File: config.mk
export PLATFORM = sky130hd
export DESIGN_NAME = constraint_sample_driver_flat
export DESIGN_NICKNAME = d
export VERILOG_FILES = /design/src/rtl/constraint_sample_driver_if.sv /design/src/rtl/constraint_sample_driver.sv /design/src/flat_wrapper.sv
export SDC_FILE = /design/constraint.sdc
export NUM_CORES = 1
export LEC_CHECK = 0
export BUFFER_PORTS_ARGS = -buffer_cell sky130_fd_sc_hd__buf_2
export CAP_MARGIN = 20
export CORE_UTILIZATION = 60
export DETAILED_ROUTE_END_ITERATION = 6
export PLACE_DENSITY = 0.83
export SYNTH_ARGS = -nofsm -noshare
export SYNTH_HDL_FRONTEND = slang
export SYNTH_SLANG_ARGS = --single-unit
File: constraint.sdc
create_clock -name i_clk -period 13.9 [get_ports i_clk]
set_input_delay 0 -clock i_clk [delete_from_list [all_inputs] [get_ports i_clk]]
set_output_delay 0 -clock i_clk [all_outputs]
set_load 0.005 [all_outputs]
File: src/rtl/constraint_sample_driver_if.sv
// rtl/constraint_sample_driver_if.sv - checker-side bundle of the constraint sample driver
//
// Purpose: groups the search-control, candidate and status signals that pass between
// the sample driver and its user and checker.
// Ports (signals):
//   seed_we, seed_in  seed load request and 64-bit seed value
//   start, abort      begin and cancel a search
//   cand, cand_valid  registered candidate and its evaluation strobe
//   sat_in            combinational checker verdict for cand
//   busy, done        search in progress / one-cycle end-of-search pulse
//   found, result     outcome of the last search
//   tries             candidates evaluated in the last/current search
// Modports: master = driver side, slave = user/checker side.
interface constraint_sample_driver_if #(
  parameter int WIDTH     = 55,
  parameter int MAX_TRIES = 1024,
  parameter int TRY_W     = $clog2(MAX_TRIES + 1)
) ();
  logic             seed_we;
  logic [63:0]      seed_in;
  logic             start;
  logic             abort;
  logic [WIDTH-1:0] cand;
  logic             cand_valid;
  logic             sat_in;
  logic             busy;
  logic             done;
  logic             found;
  logic [WIDTH-1:0] result;
  logic [TRY_W-1:0] tries;

  modport master (
    input  seed_we, seed_in, start, abort, sat_in,
    output cand, cand_valid, busy, done, found, result, tries
  );

  modport slave (
    output seed_we, seed_in, start, abort, sat_in,
    input  cand, cand_valid, busy, done, found, result, tries
  );
endinterface

File: src/rtl/constraint_sample_driver.sv
// rtl/constraint_sample_driver.sv - xorshift64 random-sampling driver for a constraint checker
//
// Purpose: on start, feeds one xorshift64 candidate per cycle to a combinational
// checker, samples its verdict and stops on the first satisfying candidate, on
// exhaustion of the try budget, or on abort.
// Ports:
//   i_clk  rising-edge clock
//   i_rst  asynchronous active-high reset
//   bus    constraint_sample_driver_if.master (seed/start/abort in, cand/status out,
//          sat_in verdict in)
module constraint_sample_driver #(
  parameter int          WIDTH     = 55,
  parameter int          MAX_TRIES = 1024,
  parameter int          TRY_W     = $clog2(MAX_TRIES + 1),
  parameter logic [63:0] ZERO_SEED = 64'h9E3779B97F4A7C15
) (
  input  logic                        i_clk,
  input  logic                        i_rst,
  constraint_sample_driver_if.master  bus
);

  typedef enum logic [1:0] {
    ST_IDLE = 2'd0,
    ST_EVAL = 2'd1,
    ST_DONE = 2'd2
  } state_t;

  state_t           r_state;
  state_t           w_next_state;

  logic [63:0]      r_gen;
  logic [WIDTH-1:0] r_cand;
  logic [WIDTH-1:0] r_result;
  logic [TRY_W-1:0] r_tries;
  logic             r_found;

  logic             w_busy;
  logic             w_done;
  logic [63:0]      w_seed_val;
  logic [63:0]      w_gen_base;
  logic [63:0]      w_gen_start;
  logic [63:0]      w_gen_step;
  logic [TRY_W-1:0] w_tries_inc;
  logic             w_last;

  function automatic logic [63:0] f_xorshift(input logic [63:0] s);
    logic [63:0] v;
    v = s;
    v = v ^ (v << 13);
    v = v ^ (v >> 7);
    v = v ^ (v << 17);
    return v;
  endfunction

  // A zero state would lock xorshift at zero forever, so it is never loaded.
  assign w_seed_val  = (bus.seed_in == 64'd0) ? ZERO_SEED : bus.seed_in;
  // A seed loaded in the start cycle is the base of that search's first step.
  assign w_gen_base  = bus.seed_we ? w_seed_val : r_gen;
  assign w_gen_start = f_xorshift(w_gen_base);
  assign w_gen_step  = f_xorshift(r_gen);
  assign w_tries_inc = r_tries + 1'b1;
  assign w_last      = (w_tries_inc == TRY_W'(MAX_TRIES));

  always_ff @(posedge i_clk or posedge i_rst) begin
    if (i_rst) begin
      r_state <= ST_IDLE;
    end else begin
      r_state <= w_next_state;
    end
  end

  always_comb begin
    w_next_state = r_state;
    w_busy       = 1'b0;
    w_done       = 1'b0;
    case (r_state)
      ST_IDLE: begin
        if (bus.start) begin
          w_next_state = ST_EVAL;
        end
      end
      ST_EVAL: begin
        w_busy = 1'b1;
        if (bus.abort) begin
          w_next_state = ST_IDLE;
        end else if (bus.sat_in || w_last) begin
          w_next_state = ST_DONE;
        end
      end
      ST_DONE: begin
        w_done       = 1'b1;
        w_next_state = ST_IDLE;
      end
      default: begin
        w_next_state = ST_IDLE;
      end
    endcase
  end

  always_ff @(posedge i_clk or posedge i_rst) begin
    if (i_rst) begin
      r_gen    <= ZERO_SEED;
      r_cand   <= '0;
      r_result <= '0;
      r_tries  <= '0;
      r_found  <= 1'b0;
    end else begin
      case (r_state)
        ST_IDLE: begin
          if (bus.start) begin
            r_gen    <= w_gen_start;
            r_cand   <= w_gen_start[WIDTH-1:0];
            r_tries  <= '0;
            r_found  <= 1'b0;
            r_result <= '0;
          end else if (bus.seed_we) begin
            r_gen <= w_seed_val;
          end
        end
        ST_EVAL: begin
          // An aborted cycle is not counted and does not advance the generator.
          if (!bus.abort) begin
            r_tries <= w_tries_inc;
            if (bus.sat_in) begin
              r_result <= r_cand;
              r_found  <= 1'b1;
            end else if (!w_last) begin
              r_gen  <= w_gen_step;
              r_cand <= w_gen_step[WIDTH-1:0];
            end
          end
        end
        default: begin
        end
      endcase
    end
  end

  assign bus.cand       = r_cand;
  assign bus.cand_valid = w_busy;
  assign bus.busy       = w_busy;
  assign bus.done       = w_done;
  assign bus.found      = r_found;
  assign bus.result     = r_result;
  assign bus.tries      = r_tries;

endmodule

File: src/flat_wrapper.sv
// flat-port wrapper written by rule: the top's interface ports become plain ports
module constraint_sample_driver_flat 
#(
  parameter int          WIDTH     = 55,
  parameter int          MAX_TRIES = 1024,
  parameter int          TRY_W     = $clog2(MAX_TRIES + 1),
  parameter logic [63:0] ZERO_SEED = 64'h9E3779B97F4A7C15
)
  (i_clk, i_rst, bus_seed_we, bus_seed_in, bus_start, bus_abort, bus_sat_in, bus_cand, bus_cand_valid, bus_busy, bus_done, bus_found, bus_result, bus_tries);
  constraint_sample_driver_if #(.WIDTH(WIDTH), .MAX_TRIES(MAX_TRIES), .TRY_W(TRY_W)) bus_i ();
  input  logic i_clk;
  input  logic i_rst;
  input wire logic [$bits(bus_i.seed_we)-1:0] bus_seed_we;
  input wire logic [$bits(bus_i.seed_in)-1:0] bus_seed_in;
  input wire logic [$bits(bus_i.start)-1:0] bus_start;
  input wire logic [$bits(bus_i.abort)-1:0] bus_abort;
  input wire logic [$bits(bus_i.sat_in)-1:0] bus_sat_in;
  output wire logic [$bits(bus_i.cand)-1:0] bus_cand;
  output wire logic [$bits(bus_i.cand_valid)-1:0] bus_cand_valid;
  output wire logic [$bits(bus_i.busy)-1:0] bus_busy;
  output wire logic [$bits(bus_i.done)-1:0] bus_done;
  output wire logic [$bits(bus_i.found)-1:0] bus_found;
  output wire logic [$bits(bus_i.result)-1:0] bus_result;
  output wire logic [$bits(bus_i.tries)-1:0] bus_tries;
  assign bus_i.seed_we = bus_seed_we;
  assign bus_i.seed_in = bus_seed_in;
  assign bus_i.start = bus_start;
  assign bus_i.abort = bus_abort;
  assign bus_i.sat_in = bus_sat_in;
  assign bus_cand = bus_i.cand;
  assign bus_cand_valid = bus_i.cand_valid;
  assign bus_busy = bus_i.busy;
  assign bus_done = bus_i.done;
  assign bus_found = bus_i.found;
  assign bus_result = bus_i.result;
  assign bus_tries = bus_i.tries;
  constraint_sample_driver #(.WIDTH(WIDTH), .MAX_TRIES(MAX_TRIES), .TRY_W(TRY_W), .ZERO_SEED(ZERO_SEED)) u_core (.i_clk(i_clk), .i_rst(i_rst), .bus(bus_i));
endmodule
# Word-level counts from Yosys, hierarchy flattened
# Index checks and enable logic that the tools add are counted.
classes:
  addsub: 1
  n_bitwise: 6
  reduce_logical: 9
  n_eq_ne: 9
  muxes: 29
ops:
  columns: ["operator", "n"]
  rows:
  - ["55-bit two-way mux", 7]
  - ["64-bit two-way mux", 6]
  - ["64-bit bitwise XOR", 4]
  - ["55-bit case mux with 2 select lines", 2]
  - ["64-bit case mux with 2 select lines", 1]
  - ["64-bit by 57-bit bitwise XOR with 64-bit output", 2]
  - ["64-bit zero test", 1]
  - ["11-bit two-way mux", 2]
  - ["11-bit case mux with 2 select lines", 1]
  - ["11-bit by 1-bit adder with 11-bit output (second input constant)", 1]
  - ["11-bit equality test (second input constant)", 1]
  - ["2-bit inequality test (second input constant)", 5]
  - ["4-bit AND reduction", 2]
  - ["2-bit two-way mux", 3]
  - ["1-bit two-way mux", 5]
  - ["5-bit AND reduction", 1]
  - ["2-bit case mux with 2 select lines", 1]
  - ["3-bit by 2-bit inequality test with 1-bit output (second input constant)", 1]
  - ["3-bit AND reduction", 1]
  - ["2-bit by 1-bit equality test with 1-bit output (second input constant)", 1]
  - ["2-bit equality test (second input constant)", 1]
  - ["2-bit zero test", 1]
  - ["1-bit case mux with 2 select lines", 1]
  - ["2-bit AND reduction", 1]
  - ["other kinds (2)", 2]
word_totals:
  word_cells: 60
  reg_bits: 188

# Depth between registers and ports, before layout
depth:
  depth_word: 8
  ltp_mapped: 11
  ltp_nobuf: 9

# Least setup slack after synthesis
# No wires, ideal clock.
synth_timing:
  path_kind: "register to register"
  startpoint: "register u_core.r_tries[3] (netlist: u_core.bus.tries[3])"
  endpoint: "register u_core.r_cand[15] (netlist: u_core.bus.cand[15])"
  path_stages_with_launch: 11
  t_required_ns: 13.781
  path_slack_ns: 11.310
  setup_ns: 0.119
  t_arrival_ns: 2.471
  n_path_buf: 3
  cell_sequence: "dfrtp_1 clkbuf_1 nand2_1 nor4_1 o211ai_1 a22oi_1 a31o_2 buf_2 clkinv_1 clkbuf_1 o21a_1"
synth_via:
  elab_chain_len: 4
synth_lines:
  columns: ["item", "line_no", "source"]
  rows:
  - ["start, declared", "constraint_sample_driver.sv:34", "logic [TRY_W-1:0] r_tries;"]
  - ["start signal, assigned", "constraint_sample_driver.sv:123", "r_tries <= w_tries_inc;"]
  - ["11-bit by 1-bit adder with 11-bit output", "constraint_sample_driver.sv:61", "assign w_tries_inc = r_tries + 1'b1;"]
  - ["11-bit equality test", "constraint_sample_driver.sv:62", "assign w_last = (w_tries_inc == TRY_W'(MAX_TRIES));"]
  - ["2-bit inequality test (no line)", null, null]
  - ["5-bit AND reduction (no line)", null, null]
  - ["end signal, assigned", "constraint_sample_driver.sv:112", "r_cand <= w_gen_start[WIDTH-1:0];"]
  - ["end signal, assigned", "constraint_sample_driver.sv:129", "r_cand <= w_gen_step[WIDTH-1:0];"]
  - ["end, declared", "constraint_sample_driver.sv:32", "logic [WIDTH-1:0] r_cand;"]
# Every way passes these cells.
# A chain may end at the register's enable or synchronous reset.

# Final worst setup path
layout_timing:
  startpoint: "register u_core.r_tries[0] (netlist: u_core.bus.tries[0])"
  endpoint: "register u_core.r_cand[24] (netlist: u_core.bus.cand[24])"
# Same word-level chain as after synthesis.

==> impl_metrics.toml <==
[route]
drt_iter0_drc = 1782
drc = 0
num_vias = 13300
ant_nets = 0
viasPerCell = 6.69
wl_mm = 47.8
wire_per_inst_um = 24.0
drt-pass1-iter-count = 6

[clocking]
post_cts_buffers = 0
cts_tree = "built"
clk_pin_slew_ns = 0.08
holdBufCountCts = 7
cts_max_level = 4
cts_root_buffer = "clkbuf_16"
clock-sinks = 188
cts.repair.resized = 0
clk_path_buf_depth = 2
cts_buffers = 17
clk_latency_ns = 0.45

[global_routing]
grt_usage_pct = 40.4
grt_pass1_vias = 12300
grt_max_degree = 129
antenna_found_initial = 2
grt_pass1_wl_mm = 72.6
gr-total-overflow = 0

[logic_synthesis]
ys_ff_latch = 188
netlist_top_cells_area = "dfrtp_1 27%, xnor2_1 14%, dfstp_2 7.2%"
synth-async-reset-ratio_pct = 100
ys_top_cells_by_count = "217 x xnor2_1, 163 x nor2_1, 151 x nand2_1, 150 x dfrtp_1, 115 x o21ai_0"
syn_nets = 1658
netlist.area_leader.share_pct = 27.2
seq_area_frac_synth_pct = 34.4
synth.distinct_cells = 77
ys_warn_count = 0
postSynthAreaPerCell_um2 = 8.70
synth-edff-count = 0
post-synth-top-area-cell = "dfrtp_1"
synth_area_mm2 = 0.0138
yosysMostFrequentCell = "xnor2_1"
ys.flop_type = "dfrtp_1"
synth_cells = 1586

[sta]
tightestPinTransition_ns = 1.13
holdWs_ns = 0.0255
rsz0062_at_grt = "no"
fmax_mhz = 228
finClkSkew_ns = 0.0149
fin_tns_setup_ns = 0
slew_headroom_pct = 24.3
fin_crit_ns = 4.38
final.period_utilization_pct = 31.5
drv_slew = 0
hold_viol = 0
finalSetupViolations = 0

[setup_path]
cp_common_cell = "o211ai_1"
crit_path_top_delay_cell = "clkinv_1"
slowest_delay_ns = 0.80
cp_cell_sequence = "nand3_1 -> nor4_1 -> o211ai_1 -> a22oi_1 -> a31o_2 -> buf_4 -> clkinv_1 -> o211ai_1 -> o21a_1"
crit_type = "flip-flop to flip-flop"
cp_max_fo = 88
required_ns = 14.29
cp_data_arrival_time_ns = 4.77
setup.worst_path.start_class = "flip-flop"
critPathCaptureType = "flip-flop"

[cells_and_area]
n_antenna_cell = 0
fillers = 1837
drive_gt1_share_pct = 18.6
post-route-cell-area_mm2 = 0.0154
final_util_pct = 68.4
final_nets = 1766
area_growth_syn_to_layout_pct = 11.9

[floorplan]
num_rows = 55
die_w_um = 154
die_y_um = 154
core_mm2 = 0.0226
initial_core_util_pct = 61.2
die_area_mm2 = 0.0236
ios = 195

[min_path]
hold_class = "primary input to flip-flop"

[outcome]
outcome = "finished clean"

[job]
cap_violations = 0

[placed_design]
post_dp_cell_area_mm2 = 0.0147
hpwl_mm = 33.5
io_buffers = 194
gp_congestion = 1.02
-- state kept, by name, indices dropped and copies added (netlist names) --
register / flops
u_core.r_state: 2
u_core.bus.result: 55
u_core.r_gen: 64
u_core.bus.found: 1
u_core.bus.tries: 11
u_core.bus.cand: 55
-- through the flow --
stage               setup slack [ns]  std cells
finish                          9.52       1992
global route                    9.27       1992
CTS                             9.70       1991
detailed placement              9.73       1952
global placement                9.91       1952
floorplan                       8.85       1586
-- cells in the final DEF (no fill, tap or decap), drive strengths merged, types with 6 or more instances in the layout --
| cell | Yosys | final |
|---|---|---|
| a211oi | 27 | 27 |
| a21o | 9 | 9 |
| a21oi | 96 | 96 |
| a221oi | 7 | 7 |
| a22o | 57 | 57 |
| a31oi | 17 | 17 |
| and3 | 8 | 8 |
| buf | 47 | 208 |
| clkbuf | 79 | 17 |
| clkinv | 3 | 8 |
| dfrtp | 150 | 150 |
| dfstp | 38 | 38 |
| dlygate4sd3 | 0 | 7 |
| inv | 20 | 30 |
| mux2i | 34 | 34 |
| nand2 | 151 | 151 |
| nand2b | 10 | 10 |
| nand3 | 32 | 32 |
| nand4 | 8 | 8 |
| nor2 | 163 | 163 |
| nor3 | 27 | 27 |
| nor4 | 21 | 21 |
| o211ai | 6 | 6 |
| o21a | 8 | 8 |
| o21ai | 122 | 122 |
| o221ai | 7 | 7 |
| o22ai | 17 | 17 |
| o31ai | 8 | 8 |
| or3 | 15 | 15 |
| xnor2 | 217 | 217 |
| xnor3 | 10 | 10 |
| xor2 | 106 | 106 |
-- path summary, 6_finish.rpt --
| check | slack, ns | to | cells past startpoint | start |
|---|---|---|---|---|
| min in group asynchronous | 0.25 | u_core.bus.result[4] | 3 | i_rst |
| min | 0.03 | u_core.r_gen[55] | 3 | bus_seed_in[55] |
| max in group asynchronous | 12.20 | u_core.bus.result[41] | 4 | i_rst |
| max | 9.52 | u_core.bus.cand[24] | 9 | u_core.bus.tries[0] |
| max reg2reg | 9.52 | u_core.bus.cand[24] | 9 | u_core.bus.tries[0] |
| min reg2reg | 0.48 | u_core.bus.found | 1 | u_core.bus.found |
-- routing by layer --
layer	track usage (%)	vias to the layer above	share of wire [%]
li1	-	5752	-
met1	55.3	6316	39
met2	56.9	1033	41
met3	12.5	228	13
met4	21.9	4	6.0
met5	0	-	0.073
-- final cells by class --
class                      instances  area (um^2)  share of cell area (%)
inverter                          23         93.8                   0.607
timing repair buffer             215         1160                    7.54
sequential                       188         4750                    30.8
clock inverter                    15          203                    1.31
tap                              285          357                    2.31
clock buffer                      17          425                    2.75
multi-input combinational       1249         8450                    54.7
-- worst max-delay path: cells and delay by family (launching register included) --
kind | cells | cell delay (ns)
flops | 1 | 0.46
simple gates | 2 | 0.78
compound gates | 5 | 1.52
buf+inv | 2 | 1.49
-- logic make-up after synthesis --
family	synth area share, %
and+or+nand+nor	15.1
DFF	34.4
AOI/OAI and AO/OA	20.7
muxes	2.87
adders and majority gates	0.181
buffers and inverters	4.52
xor gates and xnor gates	22.2
Power is not shown: default switching activity piles up to over one toggle a cycle in this logic, so the estimate is an artifact.
